## src/rtl/px_pkg.sv

```systemverilog
// Shared definitions for the P-X bus interface controller family:
// controller state encoding and the round-robin pick helper.
package px_pkg;

    localparam int unsigned MAX_CH = 8;
    localparam int unsigned IW     = 3;

    typedef enum logic [2:0] {
        IDLE,
        REQ,
        XFER,
        DONE,
        HOLD,
        ALARM
    } state_t;

    // First pending index strictly after 'last', wrapping modulo nch.
    // Returns 'last' when nothing is pending; callers gate on |pend.
    function automatic logic [IW-1:0] rr_next(
        input logic [MAX_CH-1:0] pend,
        input logic [IW-1:0]     last,
        input int unsigned       nch
    );
        logic [IW-1:0] pick;
        logic          found;
        int unsigned   idx;
        pick  = last;
        found = 1'b0;
        for (int unsigned k = 1; k <= MAX_CH; k++) begin
            if (k <= nch) begin
                idx = (32'(last) + k) % nch;
                if (!found && pend[idx[IW-1:0]]) begin
                    pick  = idx[IW-1:0];
                    found = 1'b1;
                end
            end
        end
        return pick;
    endfunction

endpackage

```

## src/rtl/rr_arb.sv

```systemverilog
// Round-robin channel picker: combinational choice from the pending set
// plus the register remembering the last channel granted.
module rr_arb
    import px_pkg::*;
#(
    parameter int unsigned NCH = 2
) (
    input  logic           clk,
    input  logic           rst_n,
    input  logic [NCH-1:0] pending,
    input  logic           take,
    output logic [IW-1:0]  pick
);

    logic [IW-1:0] last;

    always_comb begin
        pick = rr_next(MAX_CH'(pending), last, NCH);
    end

    // Starting at NCH-1 makes channel 0 the first winner after reset.
    always_ff @(posedge clk or negedge rst_n) begin
        if (!rst_n) begin
            last <= IW'(NCH - 1);
        end else if (take) begin
            last <= pick;
        end
    end

endmodule

```

## src/rtl/ifctl_nch.sv

```systemverilog
// Multi-channel system-bus interface controller: round-robin arbitration,
// ZG/ZW handshake, reply/timeout sequencing and per-channel bus hold.
module ifctl_nch
    import px_pkg::*;
#(
    parameter int unsigned NCH             = 2,
    parameter int unsigned CW              = 8,
    parameter int unsigned ALARM_DLY_TICKS = 200,
    parameter int unsigned ALARM_TICKS     = 3
) (
    input  logic           clk_sys,
    input  logic           clo_n,
    input  logic [NCH-1:0] req,
    input  logic [NCH-1:0] hold,
    input  logic [NCH-1:0] hold_rel,
    input  logic           zw,
    input  logic           ren,
    input  logic           rok,
    input  logic           rpe,
    output logic           zg,
    output logic [NCH-1:0] zwzg,
    output logic           ok$,
    output logic [NCH-1:0] talarm,
    output logic [NCH-1:0] pending
);

    state_t         state;
    logic [IW-1:0]  sel;
    logic [IW-1:0]  pick;
    logic [NCH-1:0] sel_oh;
    logic [CW-1:0]  tcnt;
    logic [CW-1:0]  acnt;
    logic           hold_lat;
    logic           reply;
    logic           pend_sel;
    logic           take;
    logic           xfer_go;

    always_comb begin
        reply  = ren | rok | rpe;
        sel_oh = '0;
        for (int unsigned i = 0; i < NCH; i++) begin
            sel_oh[i] = (IW'(i) == sel);
        end
        pend_sel = |(pending & sel_oh);
        take     = (state == IDLE) && (|pending);
        xfer_go  = ((state == REQ) && zw) || ((state == HOLD) && pend_sel);
    end

    rr_arb #(.NCH(NCH)) u_arb (
        .clk     (clk_sys),
        .rst_n   (clo_n),
        .pending (pending),
        .take    (take),
        .pick    (pick)
    );

    // A req arriving on the XFER-entry tick re-queues the same channel.
    always_ff @(posedge clk_sys or negedge clo_n) begin
        if (!clo_n) begin
            pending <= '0;
        end else begin
            pending <= (pending & ~(xfer_go ? sel_oh : '0)) | req;
        end
    end

    always_ff @(posedge clk_sys or negedge clo_n) begin
        if (!clo_n) begin
            state    <= IDLE;
            sel      <= '0;
            tcnt     <= '0;
            acnt     <= '0;
            hold_lat <= 1'b0;
            zg       <= 1'b0;
            zwzg     <= '0;
            ok$      <= 1'b0;
            talarm   <= '0;
        end else begin
            ok$ <= 1'b0;
            case (state)
                IDLE: begin
                    if (take) begin
                        sel   <= pick;
                        zg    <= 1'b1;
                        state <= REQ;
                    end
                end
                REQ: begin
                    if (zw) begin
                        zwzg  <= sel_oh;
                        tcnt  <= '0;
                        state <= XFER;
                    end
                end
                XFER: begin
                    // Reply takes priority over a timeout on the same tick.
                    if (reply) begin
                        ok$      <= 1'b1;
                        hold_lat <= |(hold & sel_oh);
                        state    <= DONE;
                    end else if (tcnt == CW'(ALARM_DLY_TICKS - 1)) begin
                        tcnt   <= tcnt + 1'b1;
                        zg     <= 1'b0;
                        zwzg   <= '0;
                        talarm <= sel_oh;
                        acnt   <= '0;
                        state  <= ALARM;
                    end else begin
                        tcnt <= tcnt + 1'b1;
                    end
                end
                DONE: begin
                    if (!reply) begin
                        if (hold_lat) begin
                            state <= HOLD;
                        end else begin
                            zg    <= 1'b0;
                            zwzg  <= '0;
                            state <= IDLE;
                        end
                    end
                end
                HOLD: begin
                    if (pend_sel) begin
                        tcnt  <= '0;
                        state <= XFER;
                    end else if (|(hold_rel & sel_oh)) begin
                        zg    <= 1'b0;
                        zwzg  <= '0;
                        state <= IDLE;
                    end
                end
                ALARM: begin
                    if (acnt == CW'(ALARM_TICKS - 1)) begin
                        talarm <= '0;
                        state  <= IDLE;
                    end else begin
                        acnt <= acnt + 1'b1;
                    end
                end
                default: state <= IDLE;
            endcase
        end
    end

endmodule

```

## config.mk

```make
export PLATFORM = sky130hd
export DESIGN_NAME = ifctl_nch
export DESIGN_NICKNAME = d
export VERILOG_FILES = /design/src/rtl/px_pkg.sv /design/src/rtl/rr_arb.sv /design/src/rtl/ifctl_nch.sv
export SDC_FILE = /design/constraint.sdc
export NUM_CORES = 1
export LEC_CHECK = 0
export CAP_MARGIN = 30
export CORE_AREA = 3 3 52 101
export DETAILED_ROUTE_END_ITERATION = 7
export DIE_AREA = 0 0 55 104
export GPL_TIMING_DRIVEN = 0
export PLACE_DENSITY = 0.58
export SYNTH_ARGS = -nofsm -noshare
export SYNTH_HDL_FRONTEND = slang
export SYNTH_SLANG_ARGS = --single-unit
```

## constraint.sdc

```tcl
create_clock -name clk_sys -period 2.8 [get_ports clk_sys]
set_input_delay 0.56 -clock clk_sys [delete_from_list [all_inputs] [get_ports clk_sys]]
set_output_delay 0.56 -clock clk_sys [all_outputs]
set_load 0.1 [all_outputs]
```

==> qor.yml, run 1 <==
outcome:
  status: "completed"
die:
  initial_core_util_pct: 38.3
  dieWidth_um: 55
  die_h_um: 104
  core-area_sq_um: 4640
  pin_count: 20
  num_rows: 35
  die_area_sq_um: 5720
clock_tree:
  cts_tree: "built"
  cts.sinks: 32
  h-tree-depth: 2
  clkLatencyLatePin_ns: 0.28
  cts-resized-gates: 0
  clk_pin_slew_ns: 0.06
  clockBufferDepth: 2
  hold_buffers: 0
  cts_root_buf: "clkbuf_8"
  cts_setup_buffers: 0
  numCtsBuffers: 5
finish:
  areaGrowthSynthToFinish_pct: 19.4
  diodes: 0
  final_cell_mix: "31 x dfrtp_1, 21 x nand2_1, 18 x o21ai_0, 18 x clkdlybuf4s50_1, 17 x nor2_1"
  fin_util_pct: 45.7
  layout_commonest_cell: "dfrtp_1"
  fin_nets: 230
  fillCellCount: 485
  layout-drive-gt1-share_pct: 13.9
timing:
  worst_slew_pin_slew_ns: 0.971
  fin_crit_sh_pct: 89.3
  setup_viol: 0
  hold_viol_final: 0
  min_period_ns: 2.50
  slew-limit-headroom_pct: 35.1
  setup-tns-final_ns: 0
  finalClockSkew_ns: 0.00637
  max_freq_mhz: 400
  grt_setup_unrepaired: "false"
  maxSlewViolCount: 0
setup_path:
  critPathCaptureType: "output port"
  critical-path-top-delay-family: "buffers and inverters"
  path_buf_inv: 1
  crit_type: "reg -> out"
  crit_slowest_cell: "clkdlybuf4s50_1"
  crit_required_ns: 2.24
  crit_arrival_ns: 1.94
  path_cells: "clkdlybuf4s50_1"
  start_kind: "flip-flop"
  cp_max_fo: 9
  critical_path.max_stage_delay_ns: 1.18
synth:
  synth-main-ff-cell: "dfrtp_1"
  synthDominantCellAreaShare_pct: 43.6
  synth.area.top_cells: "dfrtp_1 44%, o21ai_0 5.1%, nand2_1 4.4%, nor2_1 3.6%, mux2_2 2.5%"
  ys_types: 45
  yosys_warnings: 0
  synth_top_area_cell: "dfrtp_1"
  ys_seq_area_share_pct: 45.1
  ys_seq_elements: 32
  synth_edf_count: 0
  synth_area_per_cell_sq_um: 9.41
  ys_async_sr_fraction_pct: 100
  syn-num-nets: 204
  syn_area_sq_um: 1780
  syn-instance-count: 189
pwr:
  peakVddDrop_v: 0.000620
  power_density_nw_per_um2: 1050
  power_leakage_uw: 0.000887
placement:
  gp_congestion: 0.714
  post-dp-hpwl_mm: 2.96
  port-buffer-count: 19
grt:
  grt_max_degree: 33
  grt_first_pass_wirelength_mm: 6.62
  gr-total-overflow: 0
  track_usage_pct: 15.5
  antenna_found_initial: 0
  grt_pass1_vias: 1398
routing:
  drt-total-wl_mm: 3.92
  routed_wire_length_per_instance_um: 14.4
  firstDrtPassIters: 4
  drc: 0
  viasPerCell: 5.41
  via_count: 1466
  drtAntennaViolNets: 0
  drtIter0Drc: 17
min_path:
  hp-class: "in -> async"
job:
  drv.max_cap_violation_count: 0
==> layout make-up <==
class                   instances  area [sq um]  area share (%)
multi-input cells             146           930            43.8
flip-flops and latches         32           802            37.8
repair buffers                 19           185            8.73
clock buffers                   8          90.1            4.25
well taps                      55          68.8            3.24
plain buffers                   6          27.5            1.30
inverters                       5          18.8           0.884
==> path summary, 6_finish.rpt <==
| path | startpoint | endpoint | slack (ns) | depth (start not counted) |
|---|---|---|---|---|
| min | clo_n | zg$_DFFE_PN0P_ | 0.34 | 1 |
| max | pending[0]$_DFF_PN0_ | pending[0] | 0.30 | 1 |
| min reg2reg | talarm[0]$_DFFE_PN0P_ | talarm[0]$_DFFE_PN0P_ | 0.48 | 2 |
| max in group asynchronous | clo_n | tcnt[0]$_DFFE_PN0P_ | 2.00 | 1 |
| min in group clk_sys | talarm[0]$_DFFE_PN0P_ | talarm[0]$_DFFE_PN0P_ | 0.48 | 2 |
| max reg2reg | tcnt[0]$_DFFE_PN0P_ | zwzg[1]$_DFFE_PN0P_ | 0.63 | 6 |
==> routing by layer <==
layer / global-route usage, % / share of wire [%] / up-vias
li1: - / - / 729
met1: 17.9 / 40 / 714
met2: 26.9 / 56 / 17
met3: 3.44 / 2.0 / 6
met4: 4.70 / 1.7 / 0
met5: 0 / 0 / -
==> cell families (layout without fill, tap and decap cells) <==
group / after synthesis / count (layout) / synth area share, %
DFF: 32 / 32 / 45.1
buffers and inverters: 11 / 38 / 2.60
adders and majority gates: 3 / 3 / 2.11
muxes: 9 / 9 / 6.19
AOI/OAI and AO/OA: 46 / 46 / 16.5
and+or+nand+nor: 83 / 83 / 25.0
xor gates and xnor gates: 5 / 5 / 2.46
==> metrics by stage <==
stage	total power [uW]	hold WS (ns)	worst slack [ns]	instances	instance area, sq um
2_1_floorplan	1590	0.264	0.597	189	1780
6_report	2220	0.341	0.300	271	2120
5_1_grt	2380	0.393	0.229	271	2120
3_5_place_dp	1870	0.476	0.172	263	2030
4_1_cts	2250	0.374	0.289	271	2120
3_3_place_gp	1860	0.475	0.243	263	2040
==> power by group <==
part | switching [uW] | total, uW | internal [uW]
clock network | 168 | 369 | 200
registers | 139 | 759 | 620
logic | 697 | 1100 | 399
==> cell usage after synthesis, types with 3 or more instances <==
| master | instances |
|---|---|
| nand2_1 | 21 |
| a31oi_1 | 4 |
| o21ai_1 | 4 |
| nand3_1 | 7 |
| buf_2 | 4 |
| nand2b_1 | 7 |
| o21ai_0 | 18 |
| o31ai_1 | 4 |
| dfrtp_1 | 31 |
| a21oi_1 | 8 |
| or3_1 | 5 |
| xnor2_1 | 4 |
| inv_1 | 5 |
| ha_1 | 3 |
| nor2_1 | 17 |
| nor3_1 | 7 |
| mux2_2 | 4 |
==> state kept, by name (all words and copies together), names as in the netlist <==
register,cells
state,3
tcnt,8
pending,2
zwzg,2
hold_lat,1
sel,2
u_arb.last,2
talarm,2
ok$,1
zg,1
acnt,8
Power figures use the tool's default switching activity.
==> run 2, diff against run 1 <==
--- a/config.mk
+++ b/config.mk
@@ -5,7 +5,7 @@
 export SDC_FILE = /design/constraint.sdc
 export NUM_CORES = 1
 export LEC_CHECK = 0
-export CAP_MARGIN = 30
+export CAP_MARGIN = 20
 export CORE_AREA = 3 3 52 101
 export DETAILED_ROUTE_END_ITERATION = 7
 export DIE_AREA = 0 0 55 104
==> results of run 2 <==
The final DEF is identical to that of run 1; final timing and power are the same.
